===== src/rtl/ps2_rx.sv =====
// ps2_rx -- PS/2 device-to-host frame receiver.
//
// Receives 11-bit PS/2 frames: start (0), 8 data bits LSB first, odd parity,
// and stop (1). Data is sampled on the falling edge of a glitch-filtered
// copy of the PS/2 clock. rx_en_i is held low while the host-side
// transmitter owns the bus. Any frame in progress is dropped without a
// pulse when rx_en_i goes low.
//
// Ports:
//   clk_i         system clock
//   reset_i       asynchronous, active-high reset
//   rx_en_i       receive enable; low = ignore bus / abort frame
//   ps2c_i        PS/2 clock line (asynchronous)
//   ps2d_i        PS/2 data line (asynchronous)
//   rx_data_o     last good byte, held until the next good frame
//   rx_done_o     1-cycle pulse: frame received with a valid stop bit
//   parity_err_o  1-cycle pulse alongside rx_done_o when parity is not odd
//   frame_err_o   1-cycle pulse: bad stop bit or inter-edge timeout
//   idle_o        high while the receiver is in IDLE
//
// Output pulse protocol: rx_done_o, parity_err_o and frame_err_o are
// single-cycle strobes with no back-pressure. rx_data_o is valid from the
// cycle where rx_done_o is high until the next rx_done_o pulse.
// Each frame produces at most one strobe cycle.

module ps2_rx #(
    parameter int FILTER_LEN     = 8,
    parameter int TIMEOUT_CYCLES = 20000
) (
    input  logic       clk_i,
    input  logic       reset_i,
    input  logic       rx_en_i,
    input  logic       ps2c_i,
    input  logic       ps2d_i,
    output logic [7:0] rx_data_o,
    output logic       rx_done_o,
    output logic       parity_err_o,
    output logic       frame_err_o,
    output logic       idle_o
);

    localparam int TW = $clog2(TIMEOUT_CYCLES + 1);

    typedef enum logic [1:0] {
        S_IDLE = 2'd0,
        S_DATA = 2'd1,
        S_STOP = 2'd2
    } state_t;

    // Input conditioning
    logic [1:0]            c_sync;
    logic [1:0]            d_sync;
    logic [FILTER_LEN-1:0] filt_sr;
    logic                  filt_q;
    logic                  filt_next;
    logic                  ps2d_s;
    logic                  fall;

    always_ff @(posedge clk_i or posedge reset_i) begin
        if (reset_i) begin
            c_sync  <= 2'b11;
            d_sync  <= 2'b11;
            filt_sr <= '1;
            filt_q  <= 1'b1;
        end else begin
            c_sync  <= {c_sync[0], ps2c_i};
            d_sync  <= {d_sync[0], ps2d_i};
            filt_sr <= {filt_sr[FILTER_LEN-2:0], c_sync[1]};
            filt_q  <= filt_next;
        end
    end

    // The filtered clock only changes when the whole window agrees, so
    // pulses shorter than FILTER_LEN cycles are ignored.
    always_comb begin
        filt_next = filt_q;
        if (&filt_sr) begin
            filt_next = 1'b1;
        end else if (~|filt_sr) begin
            filt_next = 1'b0;
        end
    end

    assign fall   = filt_q & ~filt_next;
    assign ps2d_s = d_sync[1];

    // Frame FSM
    state_t        state_q, state_n;
    logic [3:0]    bit_cnt_q, bit_cnt_n;
    logic [TW-1:0] timer_q, timer_n;
    logic [8:0]    shift_q, shift_n;
    logic [7:0]    data_q, data_n;
    logic          done_q, done_n;
    logic          perr_q, perr_n;
    logic          ferr_q, ferr_n;
    logic          idle_q;
    logic          timeout;

    assign timeout = (timer_q == TW'(TIMEOUT_CYCLES - 1));

    always_comb begin
        state_n   = state_q;
        bit_cnt_n = bit_cnt_q;
        timer_n   = timer_q;
        shift_n   = shift_q;
        data_n    = data_q;
        done_n    = 1'b0;
        perr_n    = 1'b0;
        ferr_n    = 1'b0;
        case (state_q)
            S_IDLE: begin
                if (fall && rx_en_i && !ps2d_s) begin
                    state_n   = S_DATA;
                    bit_cnt_n = 4'd0;
                    timer_n   = '0;
                end
            end
            S_DATA, S_STOP: begin
                if (!rx_en_i) begin
                    state_n = S_IDLE;
                end else if (fall) begin
                    timer_n = '0;
                    if (state_q == S_DATA) begin
                        // Bits arrive LSB first; after nine shifts the
                        // parity bit lands in shift[8].
                        shift_n   = {ps2d_s, shift_q[8:1]};
                        bit_cnt_n = bit_cnt_q + 4'd1;
                        if (bit_cnt_q == 4'd8) begin
                            state_n = S_STOP;
                        end
                    end else begin
                        state_n = S_IDLE;
                        if (ps2d_s) begin
                            data_n = shift_q[7:0];
                            done_n = 1'b1;
                            perr_n = ~(^shift_q);
                        end else begin
                            ferr_n = 1'b1;
                        end
                    end
                end else if (timeout) begin
                    ferr_n  = 1'b1;
                    state_n = S_IDLE;
                end else if (timer_q != '1) begin
                    timer_n = timer_q + TW'(1);
                end
            end
            default: begin
                state_n = S_IDLE;
            end
        endcase
    end

    always_ff @(posedge clk_i or posedge reset_i) begin
        if (reset_i) begin
            state_q   <= S_IDLE;
            bit_cnt_q <= 4'd0;
            timer_q   <= '0;
            shift_q   <= 9'd0;
            data_q    <= 8'h00;
            done_q    <= 1'b0;
            perr_q    <= 1'b0;
            ferr_q    <= 1'b0;
            idle_q    <= 1'b1;
        end else begin
            state_q   <= state_n;
            bit_cnt_q <= bit_cnt_n;
            timer_q   <= timer_n;
            shift_q   <= shift_n;
            data_q    <= data_n;
            done_q    <= done_n;
            perr_q    <= perr_n;
            ferr_q    <= ferr_n;
            idle_q    <= (state_n == S_IDLE);
        end
    end

    assign rx_data_o    = data_q;
    assign rx_done_o    = done_q;
    assign parity_err_o = perr_q;
    assign frame_err_o  = ferr_q;
    assign idle_o       = idle_q;

endmodule


===== config.mk =====
export PLATFORM = sky130hd
export DESIGN_NAME = ps2_rx
export DESIGN_NICKNAME = d
export VERILOG_FILES = /design/src/rtl/ps2_rx.sv
export SDC_FILE = /design/constraint.sdc
export NUM_CORES = 1
export LEC_CHECK = 0
export ABC_AREA = 0
export CORE_AREA = 3 3 75 77
export CTS_CLUSTER_SIZE = 40
export DETAILED_ROUTE_END_ITERATION = 10
export DIE_AREA = 0 0 78 80
export GPL_TIMING_DRIVEN = 0
export PLACE_DENSITY = 0.73
export SLEW_MARGIN = 10
export SYNTH_ARGS = -nofsm -noshare
export SYNTH_HDL_FRONTEND = slang
export SYNTH_SLANG_ARGS = --single-unit

===== constraint.sdc =====
create_clock -name clk_i -period 1.8 [get_ports clk_i]
set_input_delay 0.36 -clock clk_i [delete_from_list [all_inputs] [get_ports clk_i]]
set_output_delay 0.36 -clock clk_i [all_outputs]
set_load 0.01 [all_outputs]

==> impl_summary.txt <==
----------------------------------------------------
[Run status]
  Result of the run ... finished, violations left
  Violations in the final reports ... negative setup slack

[STA]
  Accumulated negative setup slack ... -1180 ps
  Max frequency ... 0.529 GHz
  Remaining max-slew budget at the tightest pin ... 0.725
  Period Utilization, post-route ... 1.05
  Number of setup violations in the final report ... 23
  Final hold violations ... 0
  Min Tclk post-route ... 1890 ps
  RSZ-0062 raised after global routing ... yes
  Worst-case setup margin in the final layout ... -90.7 ps
  Clock Skews ... 18.2 ps
  Slew at the pin closest to its max-slew limit ... 411 ps
  Max-slew violation total from the final report ... 0

[Die]
  Effective utilization at floorplan ... 0.515
  Core region area ... 5070 um2
  Num ports ... 17
  Total number of placement rows ... 26
  Die width ... 78 um
  Die outline height ... 80 um
  Floorplan die area ... 6240 um2

[Clock tree]
  Clock root buffer ... sky130_fd_sc_hd__clkbuf_8
  Latest clock arrival within the worst-skew pair ... 320 ps
  Clk pin slew, worst setup/hold paths ... 120 ps
  Inserted Clock Buffers ... 5
  Clock tree from TritonCTS ... yes
  Clock sink count ... 55
  Htree depth ... 2
  Buffer levels on the longest clock path ... 2

[Setup path]
  Cells on worst reg2reg path ... 9
  Required time worst endpoint ... 2010 ps
  Critical R2R Launch ... state_q[1]$_DFF_PP0_
  Worst setup slack for register-to-register paths ... -90 ps
  Endpoint arrival time on the critical path ... 2100 ps
  Endpoint of the worst register-to-register path ... timer_q[6]$_DFFE_PP0P_
  Largest fanout of any net on the critical path ... 5
  Element type at the critical path start ... register
  Worst Path Class, Setup ... register to register
  Critical Path Sink Type ... register

[Finish]
  Signed area change from the synthesized netlist to the final layout ... 31.3%
  Post-route insts no fill ... 345
  Finished layout cell area ... 3430 um2
  Antenna Cells ... 0
  Utilization after layout ... 0.676
  Post-layout net count ... 286
  Layout cell share with drive strength beyond 1 ... 0.385

[Power]
  Leak ... 1.59 nW
  Power density normalized to cell area ... 674 nW/um2
  Peak ir drop on the vdd network ... 566 uV

[Yosys]
  Top post-synthesis cells by area ... sky130_fd_sc_hd__dfrtp_1 (39%), sky130_fd_sc_hd__dfstp_2 (14%), sky130_fd_sc_hd__mux2_2 (7.8%), sky130_fd_sc_hd__ha_1 (3.4%), sky130_fd_sc_hd__o22a_1 (3.0%)
  YS warnings ... 0
  Netlist area before placement ... 2610 um2
  Cell count after synthesis ... 224
  Number of nets in the synthesized netlist ... 236
  Biggest area consumer among synthesized cells ... sky130_fd_sc_hd__dfrtp_1
  Commonest cells post-synth ... sky130_fd_sc_hd__dfrtp_1 (41), sky130_fd_sc_hd__mux2_2 (18), sky130_fd_sc_hd__nand2_1 (16), sky130_fd_sc_hd__dfstp_2 (14)
  Share of flip-flops with an asynchronous set or reset ... 1.00
  Sequential-to-total area share from yosys stat ... 0.533
  Top cell type's share of synthesized area ... 0.393
  Most used flip-flop cell after synthesis ... sky130_fd_sc_hd__dfrtp_1
  Post-synth cell types ... 46
  Avg Synthesized Cell Area ... 11.7 um2
  Count of flip-flops with a built-in enable after synthesis ... 0
  Leading cell type by number of instances after synthesis ... sky130_fd_sc_hd__dfrtp_1
  Register bit total from synthesis ... 55

[Global route]
  First-pass GRT wire length ... 9.29 mm
  Initial antenna violation count ... 0
  Largest net degree at the start of global routing ... 38
  Total global-route track usage ... 0.185
  GR Overflow Total ... 0
  Vias in the first global route ... 1973

[Placement]
  Buffers on Ports ... 16
  Half-perimeter wire length after placement ... 3.27 mm
  Placed instance area ... 2920 um2
  Post-placement cell count ... 311
  Final weighted congestion in routability-driven placement ... 0.877

[Drt]
  Total length of routed wires ... 5.64 mm
  Antenna violation net count after detailed routing ... 0
  Average wire length per cell after detail routing ... 16.3 um
  Overall via count from detail_route ... 1980
  Via count normalized by instance count ... 5.74
  Remaining routing DRC violations ... 0
  1st-iter DRT viols ... 122
  DR pass1 iterations ... 4

[Min path]
  Worst min-delay path category ... input port to async pin

[Job]
  Number of maximum-capacitance violations ... 0

----------------------------------------------------
==> worst max path at each step <==
stage / slack [ps] / cells past startpoint / start / endpoint
6_report: -90 / 9 / state_q[1]$_DFF_PP0_ / timer_q[6]$_DFFE_PP0P_
3_3_place_gp: -890 / 2 / reset_i / bit_cnt_q[1]$_DFFE_PP0P_
5_1_grt: -180 / 9 / state_q[1]$_DFF_PP0_ / timer_q[6]$_DFFE_PP0P_
3_5_place_dp: -370 / 6 / rx_en_i / timer_q[3]$_DFFE_PP0P_
4_1_cts: -10 / 8 / state_q[1]$_DFF_PP0_ / timer_q[3]$_DFFE_PP0P_
2_1_floorplan: -20 / 7 / state_q[0]$_DFF_PP0_ / timer_q[3]$_DFFE_PP0P_
==> area by class of cell <==
| class | count | area, um2 |
|---|---|---|
| multi-input cells | 155 | 1330 |
| clock inverters | 3 | 28.8 |
| repair buffers | 44 | 423 |
| well taps | 70 | 87.6 |
| fillers | 395 | 1640 |
| clock buffers | 5 | 68.8 |
| inverters | 7 | 26.3 |
| plain buffers | 6 | 72.6 |
| flip-flops and latches | 55 | 1400 |
==> state kept, by name, summed over array words and instances, names as in the netlist <==
signal / cells
rx_data_o: 8
filt_sr: 8
state_q: 2
rx_done_o: 1
bit_cnt_q: 4
filt_q: 1
timer_q: 15
parity_err_o: 1
frame_err_o: 1
c_sync: 2
idle_o: 1
shift_q: 9
d_sync: 2
==> cells by family after synthesis <==
family                     count (synthesis)  share of synthesized area
and+or+nand+nor                           79                      0.182
adders and majority gates                  7                     0.0335
DFF                                       55                      0.533
muxes                                     19                     0.0814
xor gates and xnor gates                   8                     0.0268
AOI/OAI and AO/OA                         41                      0.119
buffers and inverters                     15                     0.0239
==> through the flow <==
stage          total power, mW  setup WS [ps]  hold WS (ps)
2_1_floorplan             1.46          -15.0           345
3_3_place_gp              1.51           -889           346
3_5_place_dp              1.52           -370           351
4_1_cts                   2.32          -14.7           339
5_1_grt                   2.42           -176           351
6_report                  2.31          -90.7           331
==> metal layers <==
layer / track usage / part of all wire
met3: 0.0361 / 0.031
met4: 0.0524 / 0.015
met1: 0.235 / 0.46
met5: 0 / 0
met2: 0.323 / 0.50
==> worst max-delay path, stage by stage (launching register included) <==
cell and delay [ps]:
sky130_fd_sc_hd__dfrtp_1 420, sky130_fd_sc_hd__inv_2 90, sky130_fd_sc_hd__ha_4 130, sky130_fd_sc_hd__clkbuf_8 130, sky130_fd_sc_hd__nand4b_1 150, sky130_fd_sc_hd__o22a_1 230, sky130_fd_sc_hd__a21o_1 210, sky130_fd_sc_hd__buf_6 150
sky130_fd_sc_hd__buf_12 120, sky130_fd_sc_hd__o22a_1 150
==> timing repair <==
action,in CTS,in global routing
hold buffers,0,0
resized for setup,25,18
buffers inserted,21,6
gates cloned,0,1
pin swaps,12,11
endpoints found under the setup margin,36,38
==> where the power goes <==
part | leakage [nW] | switching [mW] | total [mW] | internal (mW)
sequential | 0.698 | 0.0464 | 1.34 | 1.29
clock | 0.0511 | 0.444 | 0.739 | 0.295
combinational | 0.841 | 0.118 | 0.234 | 0.116
==> cell usage in the layout, fill, tap and decap left out, types with 3 or more instances in the layout <==
master	instances
sky130_fd_sc_hd__nor3_1	4
sky130_fd_sc_hd__clkdlybuf4s50_1	16
sky130_fd_sc_hd__nor2_1	4
sky130_fd_sc_hd__and3_1	7
sky130_fd_sc_hd__buf_6	6
sky130_fd_sc_hd__mux2_2	18
sky130_fd_sc_hd__buf_12	3
sky130_fd_sc_hd__o211ai_1	3
sky130_fd_sc_hd__nand2_2	3
sky130_fd_sc_hd__a21o_1	3
sky130_fd_sc_hd__and4_1	3
sky130_fd_sc_hd__dfrtp_2	3
sky130_fd_sc_hd__nand4_1	6
sky130_fd_sc_hd__dfstp_2	14
sky130_fd_sc_hd__dfrtp_1	38
sky130_fd_sc_hd__o21ai_0	7
sky130_fd_sc_hd__buf_4	22
sky130_fd_sc_hd__nand2_1	13
sky130_fd_sc_hd__ha_1	6
sky130_fd_sc_hd__o22a_1	9
sky130_fd_sc_hd__inv_1	4
sky130_fd_sc_hd__xnor2_1	6
sky130_fd_sc_hd__a211o_1	3
sky130_fd_sc_hd__nor3b_1	3
sky130_fd_sc_hd__a41oi_1	3
sky130_fd_sc_hd__clkbuf_8	7
sky130_fd_sc_hd__nand3_1	8
sky130_fd_sc_hd__inv_2	3
Power figures use the tool's default switching activity.
